**src/rtl/f_pc_seq_pkg.sv**
```systemverilog
// Shared definitions for the F-stage next-PC sequencer.
//   RESET_PC / EXC_VECTOR : default boot PC and exception entry
//   SRC_*                 : 2-bit redirect-source code (numeric order = priority)
//   ST_*                  : sequencer state encoding
//   redirect_t            : {src, target} pair held while frozen
package mips_pc_pkg;

    localparam logic [31:0] RESET_PC   = 32'h0000_3000;
    localparam logic [31:0] EXC_VECTOR = 32'h0000_4180;

    localparam logic [1:0] SRC_SEQ  = 2'd0;
    localparam logic [1:0] SRC_BR   = 2'd1;
    localparam logic [1:0] SRC_ERET = 2'd2;
    localparam logic [1:0] SRC_EXC  = 2'd3;

    localparam logic [1:0] ST_BOOT = 2'd0;
    localparam logic [1:0] ST_RUN  = 2'd1;
    localparam logic [1:0] ST_PEND = 2'd2;

    typedef struct packed {
        logic [1:0]  src;
        logic [31:0] target;
    } redirect_t;

    // Source codes are ordered so that a larger code means higher priority.
    function automatic logic src_outranks(logic [1:0] a, logic [1:0] b);
        return a > b;
    endfunction

endpackage

```
**src/rtl/f_pc_seq_if.sv**
```systemverilog
// Pipeline-side bundle of the next-PC sequencer.
//   master : the pipeline (drives PC/request inputs, receives next_pc etc.)
//   slave  : the sequencer f_pc_seq
interface f_pc_seq_if;
    logic [31:0] pc_cur;
    logic        stall;
    logic        freeze;
    logic        br_req;
    logic [31:0] br_target;
    logic        eret_req;
    logic [31:0] epc;
    logic        exc_req;
    logic [31:0] next_pc;
    logic        en_pc;
    logic        flush_fd;
    logic [1:0]  redirect_src;
    logic        fetch_adel;

    modport master (
        output pc_cur, stall, freeze, br_req, br_target, eret_req, epc, exc_req,
        input  next_pc, en_pc, flush_fd, redirect_src, fetch_adel
    );

    modport slave (
        input  pc_cur, stall, freeze, br_req, br_target, eret_req, epc, exc_req,
        output next_pc, en_pc, flush_fd, redirect_src, fetch_adel
    );
endinterface

```
**src/rtl/f_pc_redirect_hold.sv**
```systemverilog
// Pending-redirect register used while the pipeline is frozen.
//   clk, reset : clock, async active-low reset (clears the entry)
//   capture    : offer in_entry; loads if empty or strictly higher priority
//   clear      : drop the entry (it was applied this cycle)
//   pend_valid / pend_entry : held redirect
module f_pc_redirect_hold
    import mips_pc_pkg::*;
(
    input  logic      clk,
    input  logic      reset,
    input  logic      capture,
    input  logic      clear,
    input  redirect_t in_entry,
    output logic      pend_valid,
    output redirect_t pend_entry
);

    always_ff @(posedge clk or negedge reset) begin
        if (!reset) begin
            pend_valid <= 1'b0;
            pend_entry <= '0;
        end else if (clear) begin
            pend_valid <= 1'b0;
        end else if (capture && (!pend_valid || src_outranks(in_entry.src, pend_entry.src))) begin
            pend_valid <= 1'b1;
            pend_entry <= in_entry;
        end
    end

endmodule

```
**src/rtl/f_pc_seq.sv**
```systemverilog
// Next-PC sequencer/arbiter for the F-stage PC register.
//   clk, reset : clock, async active-low reset
//   bus        : f_pc_seq_if.slave -- pc_cur, stall, freeze, br/eret/exc
//                requests in; next_pc, en_pc, flush_fd, redirect_src,
//                fetch_adel out
// Priority exc > eret > br > seq. Redirects seen under freeze are held and
// applied on the first unfrozen cycle.
module f_pc_seq #(
    parameter logic [31:0] RESET_PC    = mips_pc_pkg::RESET_PC,
    parameter logic [31:0] EXC_VECTOR  = mips_pc_pkg::EXC_VECTOR,
    parameter logic [31:0] IM_BASE     = 32'h0000_3000,
    parameter logic [31:0] IM_BYTES    = 32'h0000_4000,
    parameter int unsigned BOOT_CYCLES = 2
) (
    input  logic        clk,
    input  logic        reset,
    f_pc_seq_if.slave   bus
);
    import mips_pc_pkg::*;

    localparam int unsigned   CW        = (BOOT_CYCLES > 1) ? $clog2(BOOT_CYCLES) : 1;
    localparam logic [CW-1:0] BOOT_LAST = CW'(BOOT_CYCLES - 1);
    localparam logic [32:0]   IM_LIMIT  = {1'b0, IM_BASE} + {1'b0, IM_BYTES};

    logic [1:0]    state, state_nxt;
    logic [CW-1:0] boot_cnt;
    logic          br_live;
    logic          fresh_any;
    redirect_t     fresh;
    logic          capture, clear;
    logic          pend_valid;
    redirect_t     pend_entry;

    // Under freeze a branch is captured even when stalled (freeze dominates).
    always_comb begin
        br_live   = bus.br_req & (bus.freeze | ~bus.stall);
        fresh_any = bus.exc_req | bus.eret_req | br_live;
        fresh     = '{src: SRC_SEQ, target: bus.pc_cur + 32'd4};
        if (bus.exc_req)       fresh = '{src: SRC_EXC,  target: EXC_VECTOR};
        else if (bus.eret_req) fresh = '{src: SRC_ERET, target: bus.epc};
        else if (br_live)      fresh = '{src: SRC_BR,   target: bus.br_target};
    end

    always_comb begin
        state_nxt        = state;
        bus.next_pc      = bus.pc_cur + 32'd4;
        bus.en_pc        = 1'b0;
        bus.flush_fd     = 1'b0;
        bus.redirect_src = SRC_SEQ;
        capture          = 1'b0;
        clear            = 1'b0;
        case (state)
            ST_BOOT: begin
                bus.next_pc = RESET_PC;
                if (boot_cnt == BOOT_LAST) state_nxt = ST_RUN;
            end
            ST_RUN: begin
                if (bus.freeze) begin
                    bus.next_pc = bus.pc_cur;
                    capture     = fresh_any;
                    if (fresh_any) state_nxt = ST_PEND;
                end else if (fresh_any) begin
                    bus.next_pc      = fresh.target;
                    bus.redirect_src = fresh.src;
                    bus.en_pc        = 1'b1;
                    bus.flush_fd     = 1'b1;
                end else begin
                    bus.en_pc = ~bus.stall;
                end
            end
            ST_PEND: begin
                if (bus.freeze) begin
                    bus.next_pc = bus.pc_cur;
                    capture     = fresh_any;
                end else begin
                    // A fresh exception beats whatever was held; the entry is dropped either way.
                    clear            = 1'b1;
                    state_nxt        = ST_RUN;
                    bus.en_pc        = 1'b1;
                    bus.flush_fd     = 1'b1;
                    bus.next_pc      = bus.exc_req ? EXC_VECTOR : pend_entry.target;
                    bus.redirect_src = bus.exc_req ? SRC_EXC : pend_entry.src;
                end
            end
            default: state_nxt = ST_BOOT;
        endcase
    end

    always_comb begin
        bus.fetch_adel = (state != ST_BOOT) &
                         ((bus.pc_cur[1:0] != 2'b00) |
                          (bus.pc_cur < IM_BASE) |
                          ({1'b0, bus.pc_cur} >= IM_LIMIT));
    end

    always_ff @(posedge clk or negedge reset) begin
        if (!reset) begin
            state    <= ST_BOOT;
            boot_cnt <= '0;
        end else begin
            state <= state_nxt;
            if (state == ST_BOOT) boot_cnt <= boot_cnt + CW'(1);
        end
    end

    f_pc_redirect_hold u_hold (
        .clk       (clk),
        .reset     (reset),
        .capture   (capture),
        .clear     (clear),
        .in_entry  (fresh),
        .pend_valid(pend_valid),
        .pend_entry(pend_entry)
    );

endmodule

```
**src/flat_wrapper.sv**
```systemverilog
// flat-port wrapper written by rule: the top's interface ports become plain ports
module f_pc_seq_flat import mips_pc_pkg::*;
#(
    parameter logic [31:0] RESET_PC    = mips_pc_pkg::RESET_PC,
    parameter logic [31:0] EXC_VECTOR  = mips_pc_pkg::EXC_VECTOR,
    parameter logic [31:0] IM_BASE     = 32'h0000_3000,
    parameter logic [31:0] IM_BYTES    = 32'h0000_4000,
    parameter int unsigned BOOT_CYCLES = 2
)
  (clk, reset, bus_pc_cur, bus_stall, bus_freeze, bus_br_req, bus_br_target, bus_eret_req, bus_epc, bus_exc_req, bus_next_pc, bus_en_pc, bus_flush_fd, bus_redirect_src, bus_fetch_adel);
  f_pc_seq_if bus_i ();
  input  logic clk;
  input  logic reset;
  input wire logic [$bits(bus_i.pc_cur)-1:0] bus_pc_cur;
  input wire logic [$bits(bus_i.stall)-1:0] bus_stall;
  input wire logic [$bits(bus_i.freeze)-1:0] bus_freeze;
  input wire logic [$bits(bus_i.br_req)-1:0] bus_br_req;
  input wire logic [$bits(bus_i.br_target)-1:0] bus_br_target;
  input wire logic [$bits(bus_i.eret_req)-1:0] bus_eret_req;
  input wire logic [$bits(bus_i.epc)-1:0] bus_epc;
  input wire logic [$bits(bus_i.exc_req)-1:0] bus_exc_req;
  output wire logic [$bits(bus_i.next_pc)-1:0] bus_next_pc;
  output wire logic [$bits(bus_i.en_pc)-1:0] bus_en_pc;
  output wire logic [$bits(bus_i.flush_fd)-1:0] bus_flush_fd;
  output wire logic [$bits(bus_i.redirect_src)-1:0] bus_redirect_src;
  output wire logic [$bits(bus_i.fetch_adel)-1:0] bus_fetch_adel;
  assign bus_i.pc_cur = bus_pc_cur;
  assign bus_i.stall = bus_stall;
  assign bus_i.freeze = bus_freeze;
  assign bus_i.br_req = bus_br_req;
  assign bus_i.br_target = bus_br_target;
  assign bus_i.eret_req = bus_eret_req;
  assign bus_i.epc = bus_epc;
  assign bus_i.exc_req = bus_exc_req;
  assign bus_next_pc = bus_i.next_pc;
  assign bus_en_pc = bus_i.en_pc;
  assign bus_flush_fd = bus_i.flush_fd;
  assign bus_redirect_src = bus_i.redirect_src;
  assign bus_fetch_adel = bus_i.fetch_adel;
  f_pc_seq #(.RESET_PC(RESET_PC), .EXC_VECTOR(EXC_VECTOR), .IM_BASE(IM_BASE), .IM_BYTES(IM_BYTES), .BOOT_CYCLES(BOOT_CYCLES)) u_core (.clk(clk), .reset(reset), .bus(bus_i));
endmodule
```
**config.mk**
```make
export PLATFORM = sky130hd
export DESIGN_NAME = f_pc_seq_flat
export DESIGN_NICKNAME = d
export VERILOG_FILES = /design/src/rtl/f_pc_seq_pkg.sv /design/src/rtl/f_pc_seq_if.sv /design/src/rtl/f_pc_redirect_hold.sv /design/src/rtl/f_pc_seq.sv /design/src/flat_wrapper.sv
export SDC_FILE = /design/constraint.sdc
export NUM_CORES = 1
export LEC_CHECK = 0
export ABC_CLOCK_PERIOD_IN_PS = 2290
export BUFFER_PORTS_ARGS = -buffer_cell sky130_fd_sc_hd__buf_2
export CAP_MARGIN = 30
export CORE_MARGIN = 5
export CORE_UTILIZATION = 40
export DETAILED_ROUTE_END_ITERATION = 10
export HOLD_SLACK_MARGIN = 0.06
export PLACE_DENSITY = 0.7
export SYNTH_ARGS = -nofsm -noshare
export SYNTH_HDL_FRONTEND = slang
export SYNTH_SLANG_ARGS = --single-unit
```
**constraint.sdc**
```tcl
create_clock -name clk -period 2.29 [get_ports clk]
set_clock_uncertainty 0.1 [all_clocks]
set_input_delay 0.5725 -clock clk [delete_from_list [all_inputs] [get_ports clk]]
set_output_delay 0.5725 -clock clk [all_outputs]
set_load 0.02 [all_outputs]
```
==> results summary, run 1 <==
The pin count of the biggest net entering global routing is 39. Yosys mapped a number of flops with a built-in enable equal to 0. The count of antenna diodes in the layout came out at 0. The placeable core region came out at 0.01127 mm^2.

The first global-routing pass estimated 43.87 mm of wire. The areal power density over the cells came out at 986.4 mW/mm^2. At the pin with the least slew margin, the transition time is 793.2 ps. The analysis attributes to cell leakage a power of 4.145 nW. The average instance area after synthesis came out at about 7.5 um^2.

For this design the total switching power over the nets is 4.753 mW. The via total after detailed routing is 8470. The worst setup path is captured at an output port. The detail route stage leaves a number of antenna-violating nets equal to 0. Counting both buffers and inverters, the worst setup path holds a total of 2.

The combinational cell fraction of total power is 0.771. For this run, the top clock speed supported by timing is 0.3049 GHz. The worst hold-check path type is in -> async. After detailed routing, the number of remaining DRC violations is 1.

The final worst setup slack is -990.0 ps. From synthesis to final layout, the design area changed by 117.5%. The signal on the critical path passes through buf_2 > nand4_1 > nor2_1 > nand4_1 > xor2_1 > o22ai_2 > buf_6. The number of antenna violations at the first check in global routing was 3. The final non-filler cell total is 1091. The final reports fail on DRC, setup timing.

The final design instance area without fill is 0.009906 mm^2. The final count of hold timing violations came out at 0. After detailed routing, the total wire length is 37.26 mm. The part of the total power dissipated in the clock network is 0.088. The tool flagged a number of max-cap violations equal to 0. The multi-input gate area in the final layout came out at 0.005051 mm^2. The minimum clock period is 3280 ps. The total clock sinks came out at 38. Along the worst path, the maximum fanout reaches 6. The cell area after synthesis is ~0.0046 mm^2.

The proportion of synthesized flip-flops having asynchronous set or reset is 1.000. The number of buffer cells added on primary ports came out at 139. By instance count, the cell type seen most on the critical path is sky130_fd_sc_hd__nand4_1. From bottom edge to top edge, the die measures 116.7 um. The total number of placement rows came out at 39. The cell area reported after detailed placement came out at slightly above 0.007 mm^2.

In this design, the largest share of critical-path delay is due to simple AND/OR/NAND/NOR gates. For the worst setup path, the data required time is 1620 ps. CTS placed an instance of sky130_fd_sc_hd__clkbuf_16 at the clock tree root. The remaining global-route overflow came out at 0. At the end of routability-driven placement, the weighted congestion stood at 0.9727. The number of global-route vias before repair came to roughly 7600. The CTS H-tree depth came out at 2.

The proportion of layout cells with a drive suffix above 1 is 0.6751. Once placement completed, the tool counted placed cells totaling 1021. The worst slew margin relative to its limit came out at 0.4656.

The clock passes through at most 2 buffers. The count of endpoints failing setup in the final report came out at just over 70. The horizontal die dimension came out at 116.7 um. The total iterations of the first detailed-routing run came out at 11. Setup repair after global routing could not meet its margin everywhere.

The number of clock buffers inserted by TritonCTS is 5. TritonCTS built the clock tree. For this run, the register share of the synthesized area comes to 0.2088.

The later pin in the worst-skew pair is clocked with a latency of 290 ps. The number of hold buffers added after CTS was 0. The initial utilization of the core area, before any placement, comes to 0.4040. Among all stages on the critical path, the largest delay is contributed by sky130_fd_sc_hd__xor2_1. On the worst path, the slowest cell contributes a delay of 500 ps. The clock transition at the registers of the reported paths is 70 ps. At the placement stage, the worst setup path has a slack of -609.5 ps. The net count of the finished layout is 1058. The number of vias per cell after detailed routing is 7.764. For this run, the leading register cell type out of synthesis is sky130_fd_sc_hd__dfrtp_1. The worst path arrival time came out at 2610 ps. The all-layer global routing usage is 0.4232. The number of design-rule violations left by the first detailed-router iteration came out at 1777. The critical setup path kind is in -> out. The total half-perimeter wirelength after legalization and detailed placement is 17.31 mm. The period utilization is 1.432. The combined flip-flop and latch cell area is 950.9 um^2. The number of fill cells came out at 446. The number of instances in the synthesized netlist is 607. In the final routed layout, each cell accounts on average for 34.15 um. The share of power burned in registers is 0.141. The total count of max-transition violations in the final report was 0.

The total of warnings raised by yosys came out at 0. STA classifies the critical path startpoint as a primary input. Of the total power, the share spent switching nets is 0.4864. The die covers between 0.01 and 0.015 mm^2. The worst-case IR drop observed on VDD is 634.5 uV.

The internal portion of the total power is between 5 and 6 mW. Synthesis inferred 38 register bits. The flow ran to the end, but the final reports show violations.

140 I/O pins were placed. The number of distinct library cell variants in the gate-level netlist after synthesis came out at 70. The net count after synthesis is 718.
flip-flops by register name, indices dropped and copies added (netlist names):
register,cells
u_core.boot_cnt,1
u_core.u_hold.pend_valid,1
u_core.state,2
u_core.u_hold.pend_entry,34
placed cells by master (no fill, tap or decap), types with 5 or more instances in the layout:
master / count
sky130_fd_sc_hd__a21oi_1: 20
sky130_fd_sc_hd__a21oi_2: 10
sky130_fd_sc_hd__a221oi_2: 9
sky130_fd_sc_hd__a22o_1: 13
sky130_fd_sc_hd__a22oi_2: 7
sky130_fd_sc_hd__a31oi_4: 5
sky130_fd_sc_hd__and3_1: 8
sky130_fd_sc_hd__buf_12: 21
sky130_fd_sc_hd__buf_16: 5
sky130_fd_sc_hd__buf_2: 91
sky130_fd_sc_hd__buf_4: 189
sky130_fd_sc_hd__buf_6: 78
sky130_fd_sc_hd__buf_8: 6
sky130_fd_sc_hd__clkbuf_16: 6
sky130_fd_sc_hd__dfrtp_1: 38
sky130_fd_sc_hd__ha_4: 7
sky130_fd_sc_hd__inv_1: 10
sky130_fd_sc_hd__nand2_1: 30
sky130_fd_sc_hd__nand2_2: 8
sky130_fd_sc_hd__nand2_4: 23
sky130_fd_sc_hd__nand2b_1: 18
sky130_fd_sc_hd__nand3_1: 16
sky130_fd_sc_hd__nand4_1: 13
sky130_fd_sc_hd__nor2_1: 17
sky130_fd_sc_hd__nor2_4: 12
sky130_fd_sc_hd__nor4_2: 9
sky130_fd_sc_hd__nor4_4: 6
sky130_fd_sc_hd__o21a_1: 18
sky130_fd_sc_hd__o21ai_0: 20
sky130_fd_sc_hd__o21ai_1: 13
sky130_fd_sc_hd__o21ai_2: 16
sky130_fd_sc_hd__o22ai_2: 14
sky130_fd_sc_hd__o31ai_4: 21
sky130_fd_sc_hd__o41ai_4: 7
sky130_fd_sc_hd__xnor2_1: 7
sky130_fd_sc_hd__xor2_1: 19
layer usage:
metal  part of all wire  vias up  track usage
li1                   -     3029            -
met1               0.32     3828       0.5062
met2               0.40     1123       0.6359
met3               0.17      488       0.1560
met4               0.12        2       0.2752
met5            0.00091        -            0
metrics by stage:
stage               hold slack, ps  utilization  power (mW)  TNS [ps]
floorplan                    176.9            -       3.665     -3696
global placement             356.1       0.6394       5.271    -24770
detailed placement           362.4       0.6394       5.379    -31130
CTS                          279.0       0.8036       8.030    -13540
global route                 305.8       0.8788       9.881    -25990
finish                       271.1       0.8788       9.771    -26080
power groups by stage:
stage / Clock [mW] / Sequential, mW / Combinational (mW)
2_1_floorplan: 0 / 1.09 / 2.57
3_3_place_gp: 0 / 1.15 / 4.12
3_5_place_dp: 0 / 1.16 / 4.21
4_1_cts: 0.832 / 1.22 / 5.97
5_1_grt: 0.871 / 1.37 / 7.64
6_report: 0.860 / 1.37 / 7.54
kinds of logic (layout without fill, tap and decap cells):
kind of cell,after synthesis,in the layout,synth area share
muxes,3,3,0.006868
and+or+nand+nor,205,206,0.2484
xor gates and xnor gates,29,29,0.05577
DFF,38,38,0.2088
buffers and inverters,80,419,0.07829
AOI/OAI and AO/OA,244,245,0.3799
adders and majority gates,8,8,0.02198
cells in the mapped netlist (14+ instances only):
| library cell | number | area, um^2 |
|---|---|---|
| sky130_fd_sc_hd__clkbuf_1 | 26 | 97.59 |
| sky130_fd_sc_hd__buf_2 | 28 | 140.1 |
| sky130_fd_sc_hd__xor2_1 | 19 | 166.4 |
| sky130_fd_sc_hd__a22o_1 | 14 | 122.6 |
| sky130_fd_sc_hd__inv_1 | 17 | 63.81 |
| sky130_fd_sc_hd__nor4_1 | 18 | 112.6 |
| sky130_fd_sc_hd__o22ai_1 | 18 | 112.6 |
| sky130_fd_sc_hd__o31ai_1 | 27 | 202.7 |
| sky130_fd_sc_hd__o21ai_0 | 46 | 230.2 |
| sky130_fd_sc_hd__nand2_1 | 61 | 229.0 |
| sky130_fd_sc_hd__dfrtp_1 | 38 | 950.9 |
| sky130_fd_sc_hd__nor2_1 | 28 | 105.1 |
| sky130_fd_sc_hd__nand3_1 | 20 | 100.1 |
| sky130_fd_sc_hd__a21oi_1 | 30 | 150.1 |
| sky130_fd_sc_hd__nand2b_1 | 22 | 137.6 |
| sky130_fd_sc_hd__o21a_1 | 19 | 142.6 |
final cells by class:
cell class	instances	area share
well taps	143	0.01806
flip-flops and latches	38	0.09600
repair buffers	393	0.3499
clock inverters	3	0.004547
multi-input cells	491	0.5099
inverters	18	0.008968
clock buffers	5	0.01263
worst paths after layout:
kind	startpoint	endpoint	slack, ps	cells after the start
worst max-delay path	bus_pc_cur[24]	bus_next_pc[28]	-990	7
worst min-delay path	reset	u_core.u_hold.pend_entry[29]	270	2
worst max register to register	u_core.state[1]	u_core.u_hold.pend_entry[16]	-340	12
worst min register to register	u_core.u_hold.pend_entry[11]	u_core.u_hold.pend_entry[11]	420	1
max in group asynchronous	reset	u_core.u_hold.pend_entry[4]	1400	2
min in group clk	u_core.u_hold.pend_entry[11]	u_core.u_hold.pend_entry[11]	420	1
what timing repair did:
action	in CTS	in global routing
gates cloned	10	2
resized for setup	291	138
pin swaps	64	46
setup endpoints to repair	71	72
setup buffers	32	28
hold endpoints to repair	0	0
No activity file was read; power rests on OpenSTA's default activity.
==> run 2, diff against run 1 <==
--- a/config.mk
+++ b/config.mk
@@ -13,6 +13,7 @@
 export DETAILED_ROUTE_END_ITERATION = 10
 export HOLD_SLACK_MARGIN = 0.06
 export PLACE_DENSITY = 0.7
+export REMOVE_ABC_BUFFERS = 1
 export SYNTH_ARGS = -nofsm -noshare
 export SYNTH_HDL_FRONTEND = slang
 export SYNTH_SLANG_ARGS = --single-unit
==> results summary, run 2 (same netlist as run 1, synthesis figures left out) <==
The minimum clock period came out at 2864 ps (-416.2 ps). The highest net fanout along the worst path came out at 12 (+6). The proportion of layout cells with a drive suffix above 1 is 0.6420 (-0.03314).

The final total power came to 9.041 mW (-7.5%). The most flop-heavy register is u_core.u_hold.pend_entry. The worst hold slack is 249.7 ps (-21.38 ps). The number of remaining DRC errors is 0 (-1). The all-layer global routing usage is 0.3810 (-0.04224).

The number of clock buffers inserted by TritonCTS is 5 (unchanged). The count of endpoints failing setup in the final report is 71 (-1.4%). The CTS H-tree depth came out at 2 (unchanged). The most common library cell in the layout ignoring fill and taps is sky130_fd_sc_hd__buf_4. The critical path is of the reg -> out type. The total half-perimeter wirelength after legalization and detailed placement is 16.53 mm (-4.5%).

The net count of the finished layout came to 1069 (+1.0%). The number of buffer cells added on primary ports was 139 (unchanged). The worst hold-check path type is in -> async. The worst slew margin relative to its limit came out at 0.5419 (+0.07635).

The total clock sinks came out at 38 (unchanged). STA classifies the critical path endpoint as an output port. The largest registers in the layout are u_core.u_hold.pend_entry: 34 flops, u_core.state: 2 flops. The placeable core region is 0.01127 mm^2 (unchanged). The worst path arrival time came out at 2190 ps (-420 ps). The I/O pin count came out at 140 (unchanged). The final reports fail on setup timing. The flip-flop count of the largest register after layout is 34 (unchanged). The number of vias per cell after detailed routing was 7.253 (-6.6%). The clock tree root driver cell is sky130_fd_sc_hd__clkbuf_16.

The fmax is 0.3492 GHz (+15%). The remaining global-route overflow came out at 0 (unchanged). The standby leakage power came to 4.151 nW (+0.14%).

The weighted congestion reported at the end of routability-driven placement is 1.027 (+5.6%). The global-route wire length before repair was 39.76 mm (-9.4%). The horizontal die dimension came out at 116.7 um (unchanged). The number of violations of the max-capacitance limit came out at 0 (unchanged). The initial standard-cell utilization of the core was 0.4040 (unchanged). The area enclosed by the die boundary came out at 0.01362 mm^2 (unchanged). The data required time at the worst endpoint came out at 1620 ps (about the same). The pin count of the biggest net entering global routing is 39 (unchanged). The insertion delay to the later sink of the worst-skew pair came out at 310 ps (+20 ps). The total count of max-transition violations in the final report is 0 (unchanged). The routed wire length came out at 33.66 mm (-9.6%).

The total instance count after detailed placement came to 1020 (-0.098%). The measured slew at the worst slew-check pin is 680.8 ps (-112.4 ps). The routed wirelength normalized by instance count came to 30.55 um (-11%). The vertical die dimension came out at 116.7 um (unchanged). The total number of placement rows is 39 (unchanged). The number of design-rule violations left by the first detailed-router iteration is 1207 (-32%). The maximum ir drop on the vdd rail was 725.3 uV (+14%). The largest buffer count on any clock path came out at 2 (unchanged). The element type at the critical path start is a flop. The number of global-route vias before repair is 7187 (-5.9%). The clock tree from TritonCTS is built. The count of antenna-violating nets left after detailed routing came out at 0 (unchanged). The hold-fix buffer count after cts is 0 (unchanged). The areal power density over the cells came to 928.9 mW/mm^2 (-5.8%). The total iterations of the first detailed-routing run came to 6 (-5). Setup repair after global routing could not meet its margin everywhere. The final non-filler cell total is 1102 (+1.0%). The period utilization was 1.251 (-0.1817). The final count of hold timing violations is 0 (unchanged). In the layout the commonest cells are 203 x sky130_fd_sc_hd__buf_4, 92 x sky130_fd_sc_hd__buf_2, 69 x sky130_fd_sc_hd__buf_6. The via total after detailed routing is 7993 (-5.6%). The number of antenna violations at the first check in global routing is 1 (-2). The final worst setup slack came out at -573.8 ps (+416.2 ps). The run finished, with violations left. The clock transition at the registers of the reported paths came to 60 ps (about the same). From synthesis to final layout, the design area changed by 113.7%.
[run 2: changes by cell type in the layout (fill, tap and decap cells not counted), moves of 4 or more]
cell	previous run	this run
sky130_fd_sc_hd__buf_8	6	13
sky130_fd_sc_hd__buf_4	189	203
sky130_fd_sc_hd__o21ai_2	16	9
sky130_fd_sc_hd__clkbuf_16	6	12
sky130_fd_sc_hd__a21oi_2	10	5
sky130_fd_sc_hd__buf_6	78	69
sky130_fd_sc_hd__a31oi_4	5	1
sky130_fd_sc_hd__a31oi_1	1	8
sky130_fd_sc_hd__o22ai_1	3	12
sky130_fd_sc_hd__o22ai_2	14	6
sky130_fd_sc_hd__a21oi_4	1	5
[run 2: worst max-delay path, stage by stage, from the launching register on]
cell                         delay (ps)
sky130_fd_sc_hd__dfrtp_1            410
sky130_fd_sc_hd__buf_4              140
sky130_fd_sc_hd__buf_4              120
sky130_fd_sc_hd__ha_4               200
sky130_fd_sc_hd__clkinvlp_4         220
sky130_fd_sc_hd__buf_6              230
sky130_fd_sc_hd__o2111ai_1          150
sky130_fd_sc_hd__nand4_1            200
sky130_fd_sc_hd__buf_4              210
[run 2: where the power goes]
group	switching, mW	total (mW)	internal [mW]
registers	0.386	1.34	0.958
logic	3.62	6.98	3.36
clock network	0.318	0.718	0.400
[run 2: worst paths after layout]
| kind | start | endpoint | slack [ps] | cells after the start |
|---|---|---|---|---|
| max reg2reg | u_core.state[1] | u_core.u_hold.pend_entry[4] | -150 | 12 |
| max in group asynchronous | reset | u_core.state[1] | 1400 | 2 |
| min reg2reg | u_core.u_hold.pend_entry[13] | u_core.u_hold.pend_entry[13] | 420 | 2 |
| min in group clk | u_core.u_hold.pend_entry[13] | u_core.u_hold.pend_entry[13] | 420 | 2 |
| min | reset | u_core.u_hold.pend_entry[26] | 250 | 2 |
| max | u_core.state[0] | bus_next_pc[2] | -570 | 8 |
[run 2: cell type report]
type | instances | area, um^2
Antenna cell | 1 | 2.502
Clock buffer | 7 | 132.6
Fill cell | 479 | 1539
Inverter | 18 | 87.58
Multi-Input combinational cell | 489 | 4772
Sequential cell | 38 | 952.2
Tap cell | 143 | 178.9
Timing Repair Buffer | 406 | 3607
[run 2: metal layers]
metal  vias to the layer above  GRT usage  wire [um]
li1                       3039          -          -
met2                       907     0.5954      14570
met1                      3689     0.4821      11080
met5                         -          0          9
met4                         2     0.2255       3371
met3                       356    0.08083       4626
[run 2: repair_timing]
| action | 4_1_cts | 5_1_grt |
|---|---|---|
| cloned | 9 | 8 |
| endpoints found under the hold margin | 0 | 0 |
| setup endpoints to repair | 71 | 69 |
| resized for setup | 271 | 197 |
| pin swaps | 69 | 81 |
| setup buffers | 35 | 29 |
[run 2: stage by stage]
step | worst slack (ps) | utilization | setup TNS (ps) | area [um^2]
finish | -573.8 | 0.8635 | -19950 | 9733
global route | -600.7 | 0.8632 | -20820 | 9731
CTS | -417.2 | 0.7547 | -11940 | 8507
detailed placement | -596.0 | 0.5939 | -32110 | 6694
global placement | -651.5 | 0.5939 | -31220 | 6694
floorplan | -2775 | - | -107260 | 4265
==> run 3, diff against run 2 <==
--- a/config.mk
+++ b/config.mk
@@ -8,12 +8,13 @@
 export ABC_CLOCK_PERIOD_IN_PS = 2290
 export BUFFER_PORTS_ARGS = -buffer_cell sky130_fd_sc_hd__buf_2
 export CAP_MARGIN = 30
-export CORE_MARGIN = 5
+export CORE_MARGIN = 10
 export CORE_UTILIZATION = 40
 export DETAILED_ROUTE_END_ITERATION = 10
 export HOLD_SLACK_MARGIN = 0.06
 export PLACE_DENSITY = 0.7
 export REMOVE_ABC_BUFFERS = 1
+export SKIP_CTS_REPAIR_TIMING = 1
 export SYNTH_ARGS = -nofsm -noshare
 export SYNTH_HDL_FRONTEND = slang
 export SYNTH_SLANG_ARGS = --single-unit
==> results summary, run 3 (same netlist as run 1, synthesis figures left out) <==
The total clock sinks came out at 38 (unchanged). The count of endpoints failing setup in the final report is 42 (-41%). The maximum ir drop on the vdd rail was 739.6 uV (+2.0%).

The flip-flop count of the largest register after layout is 34 (unchanged). The worst hold slack came out at 152.1 ps (-97.57 ps). The total half-perimeter wirelength after legalization and detailed placement came out at 17.88 mm (+8.2%). The worst path arrival time is 2140 ps (-50 ps). The worst slew margin relative to its limit came out at 0.6408 (+0.09883). The routed wire length is 26.50 mm (-21%). The final reports fail on setup timing. The pin count of the biggest net entering global routing came to 27 (-31%). The number of design-rule violations left by the first detailed-router iteration came out at 1069 (-11%).

The placeable core region is 0.01098 mm^2 (-2.6%). The fmax came out at 0.3558 GHz (+1.9%). The all-layer global routing usage is 0.2648 (-0.1161). The most flop-heavy register is u_core.u_hold.pend_entry. The final total power was 7.590 mW (-16%). The number of fill cells came out at 721 (+51%). The I/O pin count is 140 (unchanged). The met3 routed wirelength is 3.011 mm (-35%). The largest buffer count on any clock path is 2 (unchanged). The met2 wirelength from detailed routing is 11.96 mm (-18%). The setup slack of the worst register-to-register path came to 100 ps (+250 ps). The vertical die dimension came out at 126.7 um (+8.6%). The library cells used most frequently in the layout, excluding fill and tap cells, are 200 x sky130_fd_sc_hd__buf_4, 101 x sky130_fd_sc_hd__buf_2, 56 x sky130_fd_sc_hd__nand2_1. The areal power density over the cells was 875.5 mW/mm^2 (-5.7%). The insertion delay to the later sink of the worst-skew pair is 300 ps (about the same). The largest registers in the layout are u_core.u_hold.pend_entry: 34 flops, u_core.state: 2 flops.

The highest net fanout along the worst path is 7 (-5). The number of violations of the max-capacitance limit came out at 0 (unchanged). The global-route wire length before repair came out at 34.50 mm (-13%). The horizontal die dimension is 126.7 um (+8.6%). Setup repair after global routing could not meet its margin everywhere. The net count of the finished layout came to 1040 (-2.7%). The number of vias per cell after detailed routing is 6.505 (-10%). The clock transition at the registers of the reported paths came out at 60 ps (about the same). The CTS H-tree depth came out at 2 (unchanged). The number of remaining DRC errors was 0 (unchanged). The count of cells along the worst register-to-register path came to 8 (-4). The data required time at the worst endpoint is 1620 ps (about the same). The count of antenna-violating nets left after detailed routing came to 0 (unchanged). The via total after detailed routing came to 6960 (-13%). The endpoint of the worst-slack reg-to-reg timing path is u_core.u_hold.pend_entry[15]. The flow ran to the end, but the final reports show violations.

The proportion of layout cells with a drive suffix above 1 is 0.5699 (-0.07207). The number of antenna violations at the first check in global routing is 0 (-1). The worst hold-check path type is in -> async. The met1 wire length came to 10.37 mm (-6.4%). The clock tree from TritonCTS is built. The final design utilization came to 0.7894 (-0.07411).

The total number of placement rows came out at 38 (-2.6%). The accumulated negative setup slack came out at -14970 ps (+4979 ps). The measured slew at the worst slew-check pin is 538.9 ps (-142.0 ps). The highest layer used for signal routing is met4. The number of global-route vias before repair came out at 6152 (-14%). The minimum clock period came out at 2810 ps (-53.63 ps). The area enclosed by the die boundary is 0.01605 mm^2 (+18%).

The relative area change from synthesis to final layout is 90.36%. The initial standard-cell utilization of the core is 0.4147 (+0.01063). The total instance count after detailed placement came out at 1026 (+0.59%). The number of clock buffers inserted by TritonCTS is 5 (unchanged). The final non-filler cell total came out at 1070 (-2.9%). STA classifies the critical path startpoint as a flop. The routed wirelength normalized by instance count came out at 24.77 um (-19%). The most common library cell in the layout ignoring fill and taps is sky130_fd_sc_hd__buf_4. The endpoint kind of the worst setup timing path is an output port. The count of antenna diodes in the layout is 0 (-1).

The total iterations of the first detailed-routing run is 6 (unchanged). The total count of max-transition violations in the final report is 0 (unchanged). The remaining global-route overflow is 0 (unchanged).

The period utilization is 1.227 (-0.02342). The setup path with the least slack is of type reg -> out. The final worst setup slack came to -520.2 ps (+53.63 ps). The tree is rooted in a sky130_fd_sc_hd__clkbuf_16. The standby leakage power came out at 3.782 nW (-8.9%).

The launch instance of the worst register-to-register path is u_core.state[1]. The number of buffer cells added on primary ports came to 139 (unchanged). The final count of hold timing violations was 0 (unchanged). The weighted congestion reported at the end of routability-driven placement is 1.012 (-1.5%).
## run 3: worst max-delay path by stage
stage | start | end | slack (ps) | cells after the start
finish | u_core.state[0] | bus_next_pc[25] | -520 | 10
global route | u_core.state[0] | bus_next_pc[25] | -630 | 10
CTS | u_core.state[0] | bus_next_pc[3] | -650 | 10
detailed placement | bus_br_req | u_core.u_hold.pend_entry[16] | -550 | 12
global placement | bus_br_req | bus_next_pc[29] | -600 | 8
floorplan | bus_stall | u_core.u_hold.pend_entry[15] | -2770 | 9
## run 3: cell type report
cell class / instances / area (um^2) / area share
multi-input combinational: 489 / 4185 / 0.4828
timing repair buffer: 377 / 3129 / 0.3609
sequential: 38 / 952.2 / 0.1098
tap: 140 / 175.2 / 0.02020
clock buffer: 7 / 142.6 / 0.01645
inverter: 18 / 80.08 / 0.009237
clock inverter: 1 / 5.005 / 0.0005773
## run 3: through the flow
step	setup WS (ps)	instance area [um^2]
after floorplan	-2775	4265
after global placement	-602.1	6820
after detailed placement	-552.7	6820
after CTS	-646.4	6968
after global routing	-632.6	8670
final	-520.2	8670
## run 3: power breakdown
part	switching, mW	internal (mW)
clock network	0.316	0.433
registers	0.237	0.959
logic	2.90	2.74
## run 3: per-layer routing
metal  GRT usage  vias up
li1            -     2975
met1      0.3579     3311
met2      0.4101      566
met3     0.06331      108
met4     0.07301        0
met5           0        -
## run 3: worst max-delay path, cell delays in order (launching register included)
cell	delay, ps
sky130_fd_sc_hd__dfrtp_1	400
sky130_fd_sc_hd__inv_2	70
sky130_fd_sc_hd__ha_4	190
sky130_fd_sc_hd__inv_1	90
sky130_fd_sc_hd__nor3_2	50
sky130_fd_sc_hd__buf_6	150
sky130_fd_sc_hd__buf_4	170
sky130_fd_sc_hd__a22oi_1	240
sky130_fd_sc_hd__o21ai_2	90
sky130_fd_sc_hd__a2bb2o_4	220
sky130_fd_sc_hd__buf_2	150
